<file path="src/rtl/sc_core_oz_wb_ctrl_if.sv">
// rtl/sc_core_oz_wb_ctrl_if.sv - write-back controller bus bundle (fwd ports under SC_CORE_OZ_WB_BYPASS_EN)
interface sc_core_oz_wb_ctrl_if;
    logic        alu_wr_en;
    logic [4:0]  alu_rd_addr;
    logic [31:0] alu_wr_data;
    logic        ld_issue_valid;
    logic        ld_issue_ready;
    logic [4:0]  ld_issue_rd;
    logic [2:0]  ld_issue_funct3;
    logic [1:0]  ld_issue_lsb;
    logic        ld_rsp_valid;
    logic [31:0] ld_rsp_data;
    logic [4:0]  dec_rs1_addr;
    logic [4:0]  dec_rs2_addr;
    logic [4:0]  dec_rd_addr;
    logic        hazard_stall;
    logic        rd_reg_wr_en;
    logic [4:0]  rd_reg_address;
    logic [31:0] rd_reg_data;
    logic        err_unexp_rsp;
`ifdef SC_CORE_OZ_WB_BYPASS_EN
    logic        rs1_fwd_valid;
    logic [31:0] rs1_fwd_data;
    logic        rs2_fwd_valid;
    logic [31:0] rs2_fwd_data;
`endif

    // Core side: drives results, load traffic and decode addresses
    modport master (
        output alu_wr_en, alu_rd_addr, alu_wr_data,
        output ld_issue_valid, ld_issue_rd, ld_issue_funct3, ld_issue_lsb,
        output ld_rsp_valid, ld_rsp_data,
        output dec_rs1_addr, dec_rs2_addr, dec_rd_addr,
        input  ld_issue_ready, hazard_stall,
        input  rd_reg_wr_en, rd_reg_address, rd_reg_data, err_unexp_rsp
`ifdef SC_CORE_OZ_WB_BYPASS_EN
        , input rs1_fwd_valid, rs1_fwd_data, rs2_fwd_valid, rs2_fwd_data
`endif
    );

    // Write-back controller side
    modport slave (
        input  alu_wr_en, alu_rd_addr, alu_wr_data,
        input  ld_issue_valid, ld_issue_rd, ld_issue_funct3, ld_issue_lsb,
        input  ld_rsp_valid, ld_rsp_data,
        input  dec_rs1_addr, dec_rs2_addr, dec_rd_addr,
        output ld_issue_ready, hazard_stall,
        output rd_reg_wr_en, rd_reg_address, rd_reg_data, err_unexp_rsp
`ifdef SC_CORE_OZ_WB_BYPASS_EN
        , output rs1_fwd_valid, rs1_fwd_data, rs2_fwd_valid, rs2_fwd_data
`endif
    );
endinterface

</file>
<file path="src/rtl/sc_core_oz_wb_ctrl.sv">
// rtl/sc_core_oz_wb_ctrl.sv - write-back controller with load scoreboard (option: SC_CORE_OZ_WB_BYPASS_EN)
module sc_core_oz_wb_ctrl #(
    parameter int DEPTH = 4
) (
    input logic                 clk,
    input logic                 rst,
    sc_core_oz_wb_ctrl_if.slave wb
);
    localparam int PW = $clog2(DEPTH);
    localparam int CW = PW + 1;

    // Pending queue: loads issued, response not yet seen
    logic [4:0]  pq_rd_q   [DEPTH];
    logic [4:0]  pq_rd_d   [DEPTH];
    logic [2:0]  pq_f3_q   [DEPTH];
    logic [2:0]  pq_f3_d   [DEPTH];
    logic [1:0]  pq_lsb_q  [DEPTH];
    logic [1:0]  pq_lsb_d  [DEPTH];
    // Return buffer: formatted load data waiting for a free write slot
    logic [4:0]  rb_rd_q   [DEPTH];
    logic [4:0]  rb_rd_d   [DEPTH];
    logic [31:0] rb_data_q [DEPTH];
    logic [31:0] rb_data_d [DEPTH];

    logic [PW-1:0] pq_wp_q, pq_wp_d, pq_rp_q, pq_rp_d;
    logic [PW-1:0] rb_wp_q, rb_wp_d, rb_rp_q, rb_rp_d;
    logic [CW-1:0] pq_cnt_q, pq_cnt_d, rb_cnt_q, rb_cnt_d;
    logic          wr_en_q, wr_en_d;
    logic [4:0]    wr_addr_q, wr_addr_d;
    logic [31:0]   wr_data_q, wr_data_d;
    logic          err_q, err_d;

    logic          ld_ready, pq_push, pq_pop, rb_push, rb_pop, alu_win, hazard;
    logic [4:0]    pq_head_rd;
    logic [31:0]   ld_fmt;

    function automatic logic [31:0] fmt_load(input logic [2:0] f3, input logic [1:0] lsb,
                                             input logic [31:0] w);
        logic [7:0]  b;
        logic [15:0] h;
        case (lsb)
            2'd0:    b = w[7:0];
            2'd1:    b = w[15:8];
            2'd2:    b = w[23:16];
            default: b = w[31:24];
        endcase
        h = lsb[1] ? w[31:16] : w[15:0];
        case (f3)
            3'b000:  fmt_load = {{24{b[7]}}, b};
            3'b001:  fmt_load = {{16{h[15]}}, h};
            3'b100:  fmt_load = {24'd0, b};
            3'b101:  fmt_load = {16'd0, h};
            default: fmt_load = w;
        endcase
    endfunction

    function automatic logic dec_hit(input logic [4:0] r, input logic [4:0] a,
                                     input logic [4:0] b, input logic [4:0] c);
        dec_hit = (r != 5'd0) && ((r == a) || (r == b) || (r == c));
    endfunction

    // Occupancy, handshakes and write-port arbitration decisions
    always_comb begin
        ld_ready   = ({1'b0, pq_cnt_q} + {1'b0, rb_cnt_q}) < (CW + 1)'(DEPTH);
        pq_push    = wb.ld_issue_valid && ld_ready;
        pq_pop     = wb.ld_rsp_valid && (pq_cnt_q != '0);
        pq_head_rd = pq_rd_q[pq_rp_q];
        ld_fmt     = fmt_load(pq_f3_q[pq_rp_q], pq_lsb_q[pq_rp_q], wb.ld_rsp_data);
        // Loads to x0 still hold a slot until their response, but never reach the RB
        rb_push    = pq_pop && (pq_head_rd != 5'd0);
        alu_win    = wb.alu_wr_en && (wb.alu_rd_addr != 5'd0);
        rb_pop     = !alu_win && (rb_cnt_q != '0);
    end

    // Queue next state: pushes, pops and net count changes
    always_comb begin
        pq_rd_d   = pq_rd_q;
        pq_f3_d   = pq_f3_q;
        pq_lsb_d  = pq_lsb_q;
        rb_rd_d   = rb_rd_q;
        rb_data_d = rb_data_q;
        pq_wp_d   = pq_wp_q;
        pq_rp_d   = pq_rp_q;
        rb_wp_d   = rb_wp_q;
        rb_rp_d   = rb_rp_q;
        if (pq_push) begin
            pq_rd_d[pq_wp_q]  = wb.ld_issue_rd;
            pq_f3_d[pq_wp_q]  = wb.ld_issue_funct3;
            pq_lsb_d[pq_wp_q] = wb.ld_issue_lsb;
            pq_wp_d           = pq_wp_q + PW'(1);
        end
        if (pq_pop) begin
            pq_rp_d = pq_rp_q + PW'(1);
        end
        if (rb_push) begin
            rb_rd_d[rb_wp_q]   = pq_head_rd;
            rb_data_d[rb_wp_q] = ld_fmt;
            rb_wp_d            = rb_wp_q + PW'(1);
        end
        if (rb_pop) begin
            rb_rp_d = rb_rp_q + PW'(1);
        end
        pq_cnt_d = pq_cnt_q + CW'(pq_push) - CW'(pq_pop);
        rb_cnt_d = rb_cnt_q + CW'(rb_push) - CW'(rb_pop);
    end

    // Register-file write port and sticky unexpected-response flag
    always_comb begin
        wr_en_d   = alu_win || rb_pop;
        wr_addr_d = wr_addr_q;
        wr_data_d = wr_data_q;
        if (alu_win) begin
            wr_addr_d = wb.alu_rd_addr;
            wr_data_d = wb.alu_wr_data;
        end else if (rb_pop) begin
            wr_addr_d = rb_rd_q[rb_rp_q];
            wr_data_d = rb_data_q[rb_rp_q];
        end
        err_d = err_q || (wb.ld_rsp_valid && (pq_cnt_q == '0));
    end

    // Stall decode on any register still owed by an outstanding or buffered load
    always_comb begin
        hazard = wb.ld_issue_valid && !ld_ready;
        for (int i = 0; i < DEPTH; i++) begin
            if ((CW'(PW'(i) - pq_rp_q) < pq_cnt_q) &&
                dec_hit(pq_rd_q[i], wb.dec_rs1_addr, wb.dec_rs2_addr, wb.dec_rd_addr)) begin
                hazard = 1'b1;
            end
            if ((CW'(PW'(i) - rb_rp_q) < rb_cnt_q) &&
                dec_hit(rb_rd_q[i], wb.dec_rs1_addr, wb.dec_rs2_addr, wb.dec_rd_addr)) begin
                hazard = 1'b1;
            end
        end
    end

    // Control state with synchronous active-low reset
    always_ff @(posedge clk) begin
        if (!rst) begin
            pq_wp_q   <= '0;
            pq_rp_q   <= '0;
            rb_wp_q   <= '0;
            rb_rp_q   <= '0;
            pq_cnt_q  <= '0;
            rb_cnt_q  <= '0;
            wr_en_q   <= 1'b0;
            wr_addr_q <= 5'd0;
            wr_data_q <= 32'd0;
            err_q     <= 1'b0;
        end else begin
            pq_wp_q   <= pq_wp_d;
            pq_rp_q   <= pq_rp_d;
            rb_wp_q   <= rb_wp_d;
            rb_rp_q   <= rb_rp_d;
            pq_cnt_q  <= pq_cnt_d;
            rb_cnt_q  <= rb_cnt_d;
            wr_en_q   <= wr_en_d;
            wr_addr_q <= wr_addr_d;
            wr_data_q <= wr_data_d;
            err_q     <= err_d;
        end
    end

    // Queue payload storage; validity comes from the counts, so no reset needed
    always_ff @(posedge clk) begin
        pq_rd_q   <= pq_rd_d;
        pq_f3_q   <= pq_f3_d;
        pq_lsb_q  <= pq_lsb_d;
        rb_rd_q   <= rb_rd_d;
        rb_data_q <= rb_data_d;
    end

    assign wb.ld_issue_ready = ld_ready;
    assign wb.hazard_stall   = hazard;
    assign wb.rd_reg_wr_en   = wr_en_q;
    assign wb.rd_reg_address = wr_addr_q;
    assign wb.rd_reg_data    = wr_data_q;
    assign wb.err_unexp_rsp  = err_q;

`ifdef SC_CORE_OZ_WB_BYPASS_EN
    assign wb.rs1_fwd_valid = wr_en_q && (wr_addr_q != 5'd0) && (wr_addr_q == wb.dec_rs1_addr);
    assign wb.rs1_fwd_data  = wr_data_q;
    assign wb.rs2_fwd_valid = wr_en_q && (wr_addr_q != 5'd0) && (wr_addr_q == wb.dec_rs2_addr);
    assign wb.rs2_fwd_data  = wr_data_q;
`endif
endmodule

</file>
<file path="src/flat_wrapper.sv">
// flat-port wrapper written by rule: the top's interface ports become plain ports
module sc_core_oz_wb_ctrl_flat 
#(
    parameter int DEPTH = 4
)
  (clk, rst, wb_alu_wr_en, wb_alu_rd_addr, wb_alu_wr_data, wb_ld_issue_valid, wb_ld_issue_rd, wb_ld_issue_funct3, wb_ld_issue_lsb, wb_ld_rsp_valid, wb_ld_rsp_data, wb_dec_rs1_addr, wb_dec_rs2_addr, wb_dec_rd_addr, wb_ld_issue_ready, wb_hazard_stall, wb_rd_reg_wr_en, wb_rd_reg_address, wb_rd_reg_data, wb_err_unexp_rsp);
  sc_core_oz_wb_ctrl_if wb_i ();
  input logic clk;
  input logic rst;
  input wire logic [$bits(wb_i.alu_wr_en)-1:0] wb_alu_wr_en;
  input wire logic [$bits(wb_i.alu_rd_addr)-1:0] wb_alu_rd_addr;
  input wire logic [$bits(wb_i.alu_wr_data)-1:0] wb_alu_wr_data;
  input wire logic [$bits(wb_i.ld_issue_valid)-1:0] wb_ld_issue_valid;
  input wire logic [$bits(wb_i.ld_issue_rd)-1:0] wb_ld_issue_rd;
  input wire logic [$bits(wb_i.ld_issue_funct3)-1:0] wb_ld_issue_funct3;
  input wire logic [$bits(wb_i.ld_issue_lsb)-1:0] wb_ld_issue_lsb;
  input wire logic [$bits(wb_i.ld_rsp_valid)-1:0] wb_ld_rsp_valid;
  input wire logic [$bits(wb_i.ld_rsp_data)-1:0] wb_ld_rsp_data;
  input wire logic [$bits(wb_i.dec_rs1_addr)-1:0] wb_dec_rs1_addr;
  input wire logic [$bits(wb_i.dec_rs2_addr)-1:0] wb_dec_rs2_addr;
  input wire logic [$bits(wb_i.dec_rd_addr)-1:0] wb_dec_rd_addr;
  output wire logic [$bits(wb_i.ld_issue_ready)-1:0] wb_ld_issue_ready;
  output wire logic [$bits(wb_i.hazard_stall)-1:0] wb_hazard_stall;
  output wire logic [$bits(wb_i.rd_reg_wr_en)-1:0] wb_rd_reg_wr_en;
  output wire logic [$bits(wb_i.rd_reg_address)-1:0] wb_rd_reg_address;
  output wire logic [$bits(wb_i.rd_reg_data)-1:0] wb_rd_reg_data;
  output wire logic [$bits(wb_i.err_unexp_rsp)-1:0] wb_err_unexp_rsp;
  assign wb_i.alu_wr_en = wb_alu_wr_en;
  assign wb_i.alu_rd_addr = wb_alu_rd_addr;
  assign wb_i.alu_wr_data = wb_alu_wr_data;
  assign wb_i.ld_issue_valid = wb_ld_issue_valid;
  assign wb_i.ld_issue_rd = wb_ld_issue_rd;
  assign wb_i.ld_issue_funct3 = wb_ld_issue_funct3;
  assign wb_i.ld_issue_lsb = wb_ld_issue_lsb;
  assign wb_i.ld_rsp_valid = wb_ld_rsp_valid;
  assign wb_i.ld_rsp_data = wb_ld_rsp_data;
  assign wb_i.dec_rs1_addr = wb_dec_rs1_addr;
  assign wb_i.dec_rs2_addr = wb_dec_rs2_addr;
  assign wb_i.dec_rd_addr = wb_dec_rd_addr;
  assign wb_ld_issue_ready = wb_i.ld_issue_ready;
  assign wb_hazard_stall = wb_i.hazard_stall;
  assign wb_rd_reg_wr_en = wb_i.rd_reg_wr_en;
  assign wb_rd_reg_address = wb_i.rd_reg_address;
  assign wb_rd_reg_data = wb_i.rd_reg_data;
  assign wb_err_unexp_rsp = wb_i.err_unexp_rsp;
  sc_core_oz_wb_ctrl #(.DEPTH(DEPTH)) u_core (.clk(clk), .rst(rst), .wb(wb_i));
endmodule
</file>
<file path="config.mk">
export PLATFORM = sky130hd
export DESIGN_NAME = sc_core_oz_wb_ctrl_flat
export DESIGN_NICKNAME = d
export VERILOG_FILES = /design/src/rtl/sc_core_oz_wb_ctrl_if.sv /design/src/rtl/sc_core_oz_wb_ctrl.sv /design/src/flat_wrapper.sv
export SDC_FILE = /design/constraint.sdc
export NUM_CORES = 1
export LEC_CHECK = 0
export ABC_CLOCK_PERIOD_IN_PS = 4600
export BUFFER_PORTS_ARGS = -buffer_cell sky130_fd_sc_hd__buf_4
export CAP_MARGIN = 10
export CELL_PAD_IN_SITES_DETAIL_PLACEMENT = 2
export CELL_PAD_IN_SITES_GLOBAL_PLACEMENT = 2
export CORE_ASPECT_RATIO = 0.8
export CORE_MARGIN = 3
export CORE_UTILIZATION = 41
export CTS_CLUSTER_SIZE = 25
export DETAILED_ROUTE_END_ITERATION = 10
export PLACE_DENSITY = 0.92
export RECOVER_POWER = 50
export SLEW_MARGIN = 20
export SYNTH_ARGS = -nofsm -noshare
export SYNTH_HDL_FRONTEND = slang
export SYNTH_SLANG_ARGS = --single-unit
</file>
<file path="constraint.sdc">
create_clock -name clk -period 4.6 [get_ports clk]
set_input_delay 1.38 -clock clk [delete_from_list [all_inputs] [get_ports clk]]
set_output_delay 1.38 -clock clk [all_outputs]
set_load 0.02 [all_outputs]
</file>
==> run metrics, run 1 <==
outcome finished, violations left; violated checks capacitance limit, slew limit; Lkg Pwr 5.415 nW; Post-synth EDFFs 188; top cells by area, synth edfxtp_1, dfxtp_1, mux4_2; Critical Path End Type output pin; Reg power frac 0.377; reg2reg path depth 6; CTS HTree Levels 1; Critical Path RT 3220 ps; Finished Layout Cells 1396; relative max-transition margin -0.8839; Worst Tran Pin Value 2826 ps; PortBufs 139; hold_buf cts 0; critical path class flip-flop to output pin; Wirelength per Cell 28.55 µm; syn_area_per_cell 13.58 µm²; Post-synth top cells edfxtp_1, nand2_1, xor2_1; later-pin clock latency in the skew report 530 ps; Clock transition at path regs 60 ps; CP delay by family, top compound AO/OA/AOI/OAI gates; post-synthesis net count 1013; CP bufs+invs 3; vias in the first global route 9055; DP Wirelength 27.61 mm; antenna violations before repair 2; Syn Inst Count 880; ant diodes 0; Final Cycle Share 0.9259; Ports 140; Routed Antenna Nets 0; WP depth 10; asr flop ratio synth 0; max incr delay on CP 490 ps; Core Footprint 0.02849 mm²; Crit-path slowest cell dfxtp_2; max-cap violations 1; Die Span X 196.9 µm; Cell Int Power 0.005582 W; Layout area overhead 17.31%; Max Fclk 234.8 MHz; Synth area leader edfxtp_1; CTS buffer count 26; Pins Over Slew Limit 54; Setup TNS Final 0 ps; # setup viols final 0; cts repair resizes 0; Logic pwr share 0.362; largest net degree at the start of global routing 75; synth warn 0; filler cell count 2776; Core Rows 55; CTS Root Cell clkbuf_16; Placed Cells 1348; share of the synthesized area in the top cell type 0.4724; flops & latches, synth 241; Netlist cell types 53; CTS Sinks 241; Setup Fix Bufs, Post-CTS 0; final hold vios 0; die height 158.7 µm; clock power share 0.260; vias after detailed routing 8061; hold path depth 2; most instantiated library cell after synthesis edfxtp_1; Hold Crit Class flip-flop to flip-flop; clock buffer depth 3; RSZ-0062 raised after global routing false; RD Place Congestion 0.8789; Min Hold Slack 570.7 ps; Pwr Density 618.5 mW/mm²; First-pass DRT Iterations 5; Setup crit start kind flip-flop; crit-path cells inv_1 > ha_1 > inv_1 > ha_1 > a21o_1 > a221o_1 > a31oi_1 > a21oi_1 > nand4_1 > buf_4; total gr overflow 0; switching portion of total power 0.3563; drt initial violations 550; Final Routed Wirelength 39.85 mm; Die Footprint 0.03125 mm²; CTS tree built; Final nets 1139; DRC violation count after routing 0; Initial Util 0.4195; CP max FO 9; sw power 0.003089 W; cell area after synthesis 0.01195 mm²; WP data arrival 2880 ps; first-pass GRT wire length 59.79 mm; VDD IR max 0.0003585 V; GRT Util Overall 0.2527; Main synth FF type edfxtp_1; min Tclk post-route 4259 ps; Via density 5.774; register area share after synthesis 0.5611; fraction of final layout cells sized beyond drive strength 1 0.1949; Worst Skew 23.21 ps
cell type report:
type / count / area (µm²) / share of cell area
sequential: 241 / 6709 / 0.4785
multi-input combinational: 560 / 4882 / 0.3482
timing repair buffer: 152 / 950.9 / 0.06783
clock buffer: 34 / 721.9 / 0.05149
tap: 370 / 462.9 / 0.03302
clock inverter: 14 / 198.9 / 0.01419
inverter: 25 / 93.84 / 0.006693
cells in the final DEF, fill, tap and decap left out, types with 27 or more instances in the layout:
cell and count:
xor2_1 65, clkbuf_1 55, nor3_1 35, mux4_2 42, nand3_1 32, mux2i_1 44
edfxtp_1 188, xnor2_1 63, dfxtp_1 51, ha_1 32, clkbuf_16 27, o211a_1 36
nand2_1 89, buf_4 101
final timing paths:
kind         slack (ps)               startpoint                      end
max                 340        u_core.rb_rp_q[0]          wb_hazard_stall
max reg2reg        1230        u_core.pq_rp_q[0]    u_core.rb_data_q[104]
min                 570  u_core.wb.err_unexp_rsp  u_core.wb.err_unexp_rsp
min reg2reg         570  u_core.wb.err_unexp_rsp  u_core.wb.err_unexp_rsp
cell families (layout without fill, tap and decap cells):
group / Yosys count / count (layout) / share of synthesized area
DFF: 241 / 241 / 0.5611
and+or+nand+nor: 212 / 212 / 0.08595
xor gates and xnor gates: 128 / 128 / 0.09380
muxes: 96 / 96 / 0.1320
AOI/OAI and AO/OA: 90 / 90 / 0.06009
buffers and inverters: 79 / 225 / 0.03015
adders and majority gates: 34 / 34 / 0.03685
routing by layer:
metal	vias up	wire [µm]	global-route usage
li1	3497	-	-
met5	-	20	0
met3	79	2181	0.04370
met4	4	1116	0.06898
met2	271	19720	0.4261
met1	4210	16810	0.3382
worst register-to-register path: cells and delay by family, from the launching register on:
| family | cells | cell delay [ps] |
|---|---|---|
| AO/OA/AOI/OAI | 1 | 270 |
| AND/OR/NAND/NOR | 2 | 540 |
| flip-flops | 1 | 330 |
| multiplexers | 1 | 730 |
| buffers and inverters | 2 | 910 |
sequential cells by signal (all words and copies together), names as in the netlist:
register                  count
u_core.rb_wp_q                2
u_core.rb_rd_q               20
u_core.pq_lsb_q               8
u_core.wb.rd_reg_address      5
u_core.pq_rd_q               20
u_core.wb.rd_reg_wr_en        1
u_core.rb_cnt_q               3
u_core.rb_data_q            128
u_core.wb.err_unexp_rsp       1
u_core.rb_rp_q                2
u_core.pq_f3_q               12
u_core.wb.rd_reg_data        32
u_core.pq_cnt_q               3
u_core.pq_rp_q                2
u_core.pq_wp_q                2
power by group through the flow:
stage / registers (W) / clock network (W) / logic [W]
after detailed placement: 0.00330 / 0 / 0.00314
after global placement: 0.00325 / 0 / 0.00285
final: 0.00327 / 0.00226 / 0.00314
after CTS: 0.00327 / 0.00229 / 0.00323
after global routing: 0.00331 / 0.00238 / 0.00339
after floorplan: 0.00325 / 0 / 0.00204
per-stage QoR:
step                area [µm²]  utilization  total power (W)  setup WS [ps]
floorplan                11950            -         0.005290          616.1
global placement         13310       0.4671         0.006104          528.8
detailed placement       13310       0.4671         0.006447          498.8
CTS                      14230       0.4994         0.008792          321.9
global route             14020       0.4921         0.009079          219.2
finish                   14020       0.4921         0.008672          341.1
(Power assumes the default switching activity.)
==> run 2: changes to the inputs <==
--- a/config.mk
+++ b/config.mk
@@ -6,7 +6,7 @@
 export NUM_CORES = 1
 export LEC_CHECK = 0
 export ABC_CLOCK_PERIOD_IN_PS = 4600
-export BUFFER_PORTS_ARGS = -buffer_cell sky130_fd_sc_hd__buf_4
+export BUFFER_PORTS_ARGS = -buffer_cell sky130_fd_sc_hd__buf_2
 export CAP_MARGIN = 10
 export CELL_PAD_IN_SITES_DETAIL_PLACEMENT = 2
 export CELL_PAD_IN_SITES_GLOBAL_PLACEMENT = 2
==> run 2 against run 1 <==
The flow still finishes with violations (capacitance limit, slew limit). Clock-buffer cell count is 3 lower. Combinational power is 4% lower. Clock power is 8% lower. Critical path type unchanged.
==> run metrics, run 2 (synthesis gave the netlist of run 1 again) <==
fraction of final layout cells sized beyond drive strength 1 0.1959 (was 0.1949); later-pin clock latency in the skew report 530 ps (about the same); First-pass DRT Iterations 5 (unchanged); antenna violations before repair 1 (was 2); outcome finished, violations left (unchanged); busiest grt layer met2 (unchanged); DP Wirelength 26.70 mm (was 27.61 mm); Lkg Pwr 5.305 nW (was 5.415 nW); Critical Path RT 3220 ps (about the same); largest net degree at the start of global routing 75 (unchanged); vias in the first global route 8856 (was 9055); Max Fclk 229.5 MHz (was 234.8 MHz); clock buffer depth 3 (unchanged); post-place setup slack 419.6 ps (was 498.8 ps); hold_buf cts 0 (unchanged); relative max-transition margin -0.8114 (was -0.8839); CTS Root Cell clkbuf_16 (unchanged); Ports 140 (unchanged); switching portion of total power 0.3573 (was 0.3563); CTS buffer count 26 (unchanged); WP data arrival 2980 ps (was 2880 ps); hold path depth 2 (unchanged); Min Hold Slack 592.8 ps (was 570.7 ps); Setup crit start kind flip-flop (unchanged); Multi-input gate area 0.004892 mm² (was 0.004882 mm²); Core Footprint 0.02849 mm² (unchanged); Biggest register u_core.rb_data_q (unchanged); total gr overflow 0 (unchanged); cts repair resizes 0 (unchanged); clock power share 0.249 (was 0.260); Reg power frac 0.389 (was 0.377); Pins Over Slew Limit 102 (was 54); Wirelength per Cell 26.55 µm (was 28.55 µm); setup ws final 242.5 ps (was 341.1 ps); Final Cycle Share 0.9473 (was 0.9259); sw power 0.002985 W (was 0.003089 W); GRT met2 Usage 0.3914 (was 0.4261); VDD IR max 0.0002989 V (was 0.0003585 V); Via density 5.658 (was 5.774); Initial Util 0.4195 (unchanged); reg2reg path depth 6 (unchanged); Cell Int Power 0.005370 W (was 0.005582 W); grt met3 use 0.03118 (was 0.04370); Setup Fix Bufs, Post-CTS 0 (unchanged); final hold vios 0 (unchanged); Final Routed Wirelength 37.07 mm (was 39.85 mm); Clock transition at path regs 60 ps (about the same); CTS Sinks 241 (unchanged); Logic pwr share 0.362 (about the same); Die Footprint 0.03125 mm² (unchanged); max reg flops 128 (unchanged); Pwr Density 608.4 mW/mm² (was 618.5 mW/mm²); RSZ-0062 raised after global routing false (unchanged); most frequent cells in the layout edfxtp_1, nand2_1, buf_2 (was edfxtp_1, buf_4, nand2_1); ant diodes 0 (unchanged); DRC violation count after routing 0 (unchanged); commonest non-fill, non-tap cell in the layout edfxtp_1 (unchanged); Setup TNS Final 0 ps (unchanged); CP max FO 15 (was 9); RD Place Congestion 0.8825 (was 0.8789); Die Span X 196.9 µm (unchanged); Final nets 1139 (unchanged); Worst Skew 12.05 ps (was 23.21 ps); Worst R2R Setup Slack 610 ps (was 1230 ps); GRT Util Overall 0.2383 (was 0.2527); Worst Tran Pin Value 2717 ps (was 2826 ps); Routed Antenna Nets 0 (unchanged); max-cap violations 3 (was 1); violated checks capacitance limit, slew limit (unchanged); # setup viols final 0 (unchanged); die height 158.7 µm (unchanged); Critical Path End Type output pin (unchanged); PortBufs 139 (unchanged); met1 usage 0.3400 (was 0.3382); CTS tree built (unchanged); first-pass GRT wire length 56.88 mm (was 59.79 mm); vias after detailed routing 7899 (was 8061); min Tclk post-route 4358 ps (was 4259 ps); Hold Crit Class flip-flop to flip-flop (unchanged); Layout area overhead 14.91% (was 17.31%); critical path class flip-flop to output pin (unchanged); filler cell count 2782 (was 2776); CTS HTree Levels 1 (unchanged); Core Rows 55 (unchanged); drt initial violations 533 (was 550); Reg area 0.006709 mm² (unchanged)
run 2: cell type report:
cell class,instances,share of cell area
multi-input combinational,560,0.3562
tap,370,0.03371
timing repair buffer,152,0.05321
sequential,241,0.4885
inverter,25,0.006833
clock buffer,31,0.05175
clock inverter,17,0.009748
run 2: worst max-delay path, cell delays in order, from the launching register on:
cell and delay [ps]:
dfxtp_1 310, buf_4 230, inv_1 120, ha_1 330, inv_1 70, ha_1 290, a21o_1 180, a221oi_2 410
a221oi_1 170, nand4_1 150, buf_2 190
run 2: routing by layer:
metal / up-vias / wire (µm)
met5: - / 0
met4: 0 / 808
met3: 56 / 2028
met2: 254 / 17800
met1: 4085 / 16430
li1: 3504 / -
run 2: path summary, 6_finish.rpt:
path / start / to
setup / recovery: u_core.pq_rp_q[1] / wb_hazard_stall
hold / removal: u_core.wb.err_unexp_rsp / u_core.wb.err_unexp_rsp
setup reg to reg: u_core.pq_rp_q[0] / u_core.rb_data_q[9]
hold reg to reg: u_core.wb.err_unexp_rsp / u_core.wb.err_unexp_rsp
run 2: power groups by stage:
stage | logic [W] | registers (W) | clock network, W
after floorplan | 0.00204 | 0.00325 | 0
after global placement | 0.00280 | 0.00323 | 0
after detailed placement | 0.00306 | 0.00328 | 0
after CTS | 0.00309 | 0.00324 | 0.00212
after global routing | 0.00335 | 0.00328 | 0.00222
final | 0.00303 | 0.00325 | 0.00208
run 2: metrics by stage:
stage          cells  instance area (µm²)  total power (W)  utilization
2_1_floorplan    880                11950         0.005290            -
3_3_place_gp    1348                12960         0.006032       0.4549
3_5_place_dp    1348                12960         0.006342       0.4549
4_1_cts         1396                13800         0.008462       0.4845
5_1_grt         1396                13730         0.008846       0.4820
6_report        1396                13730         0.008355       0.4820
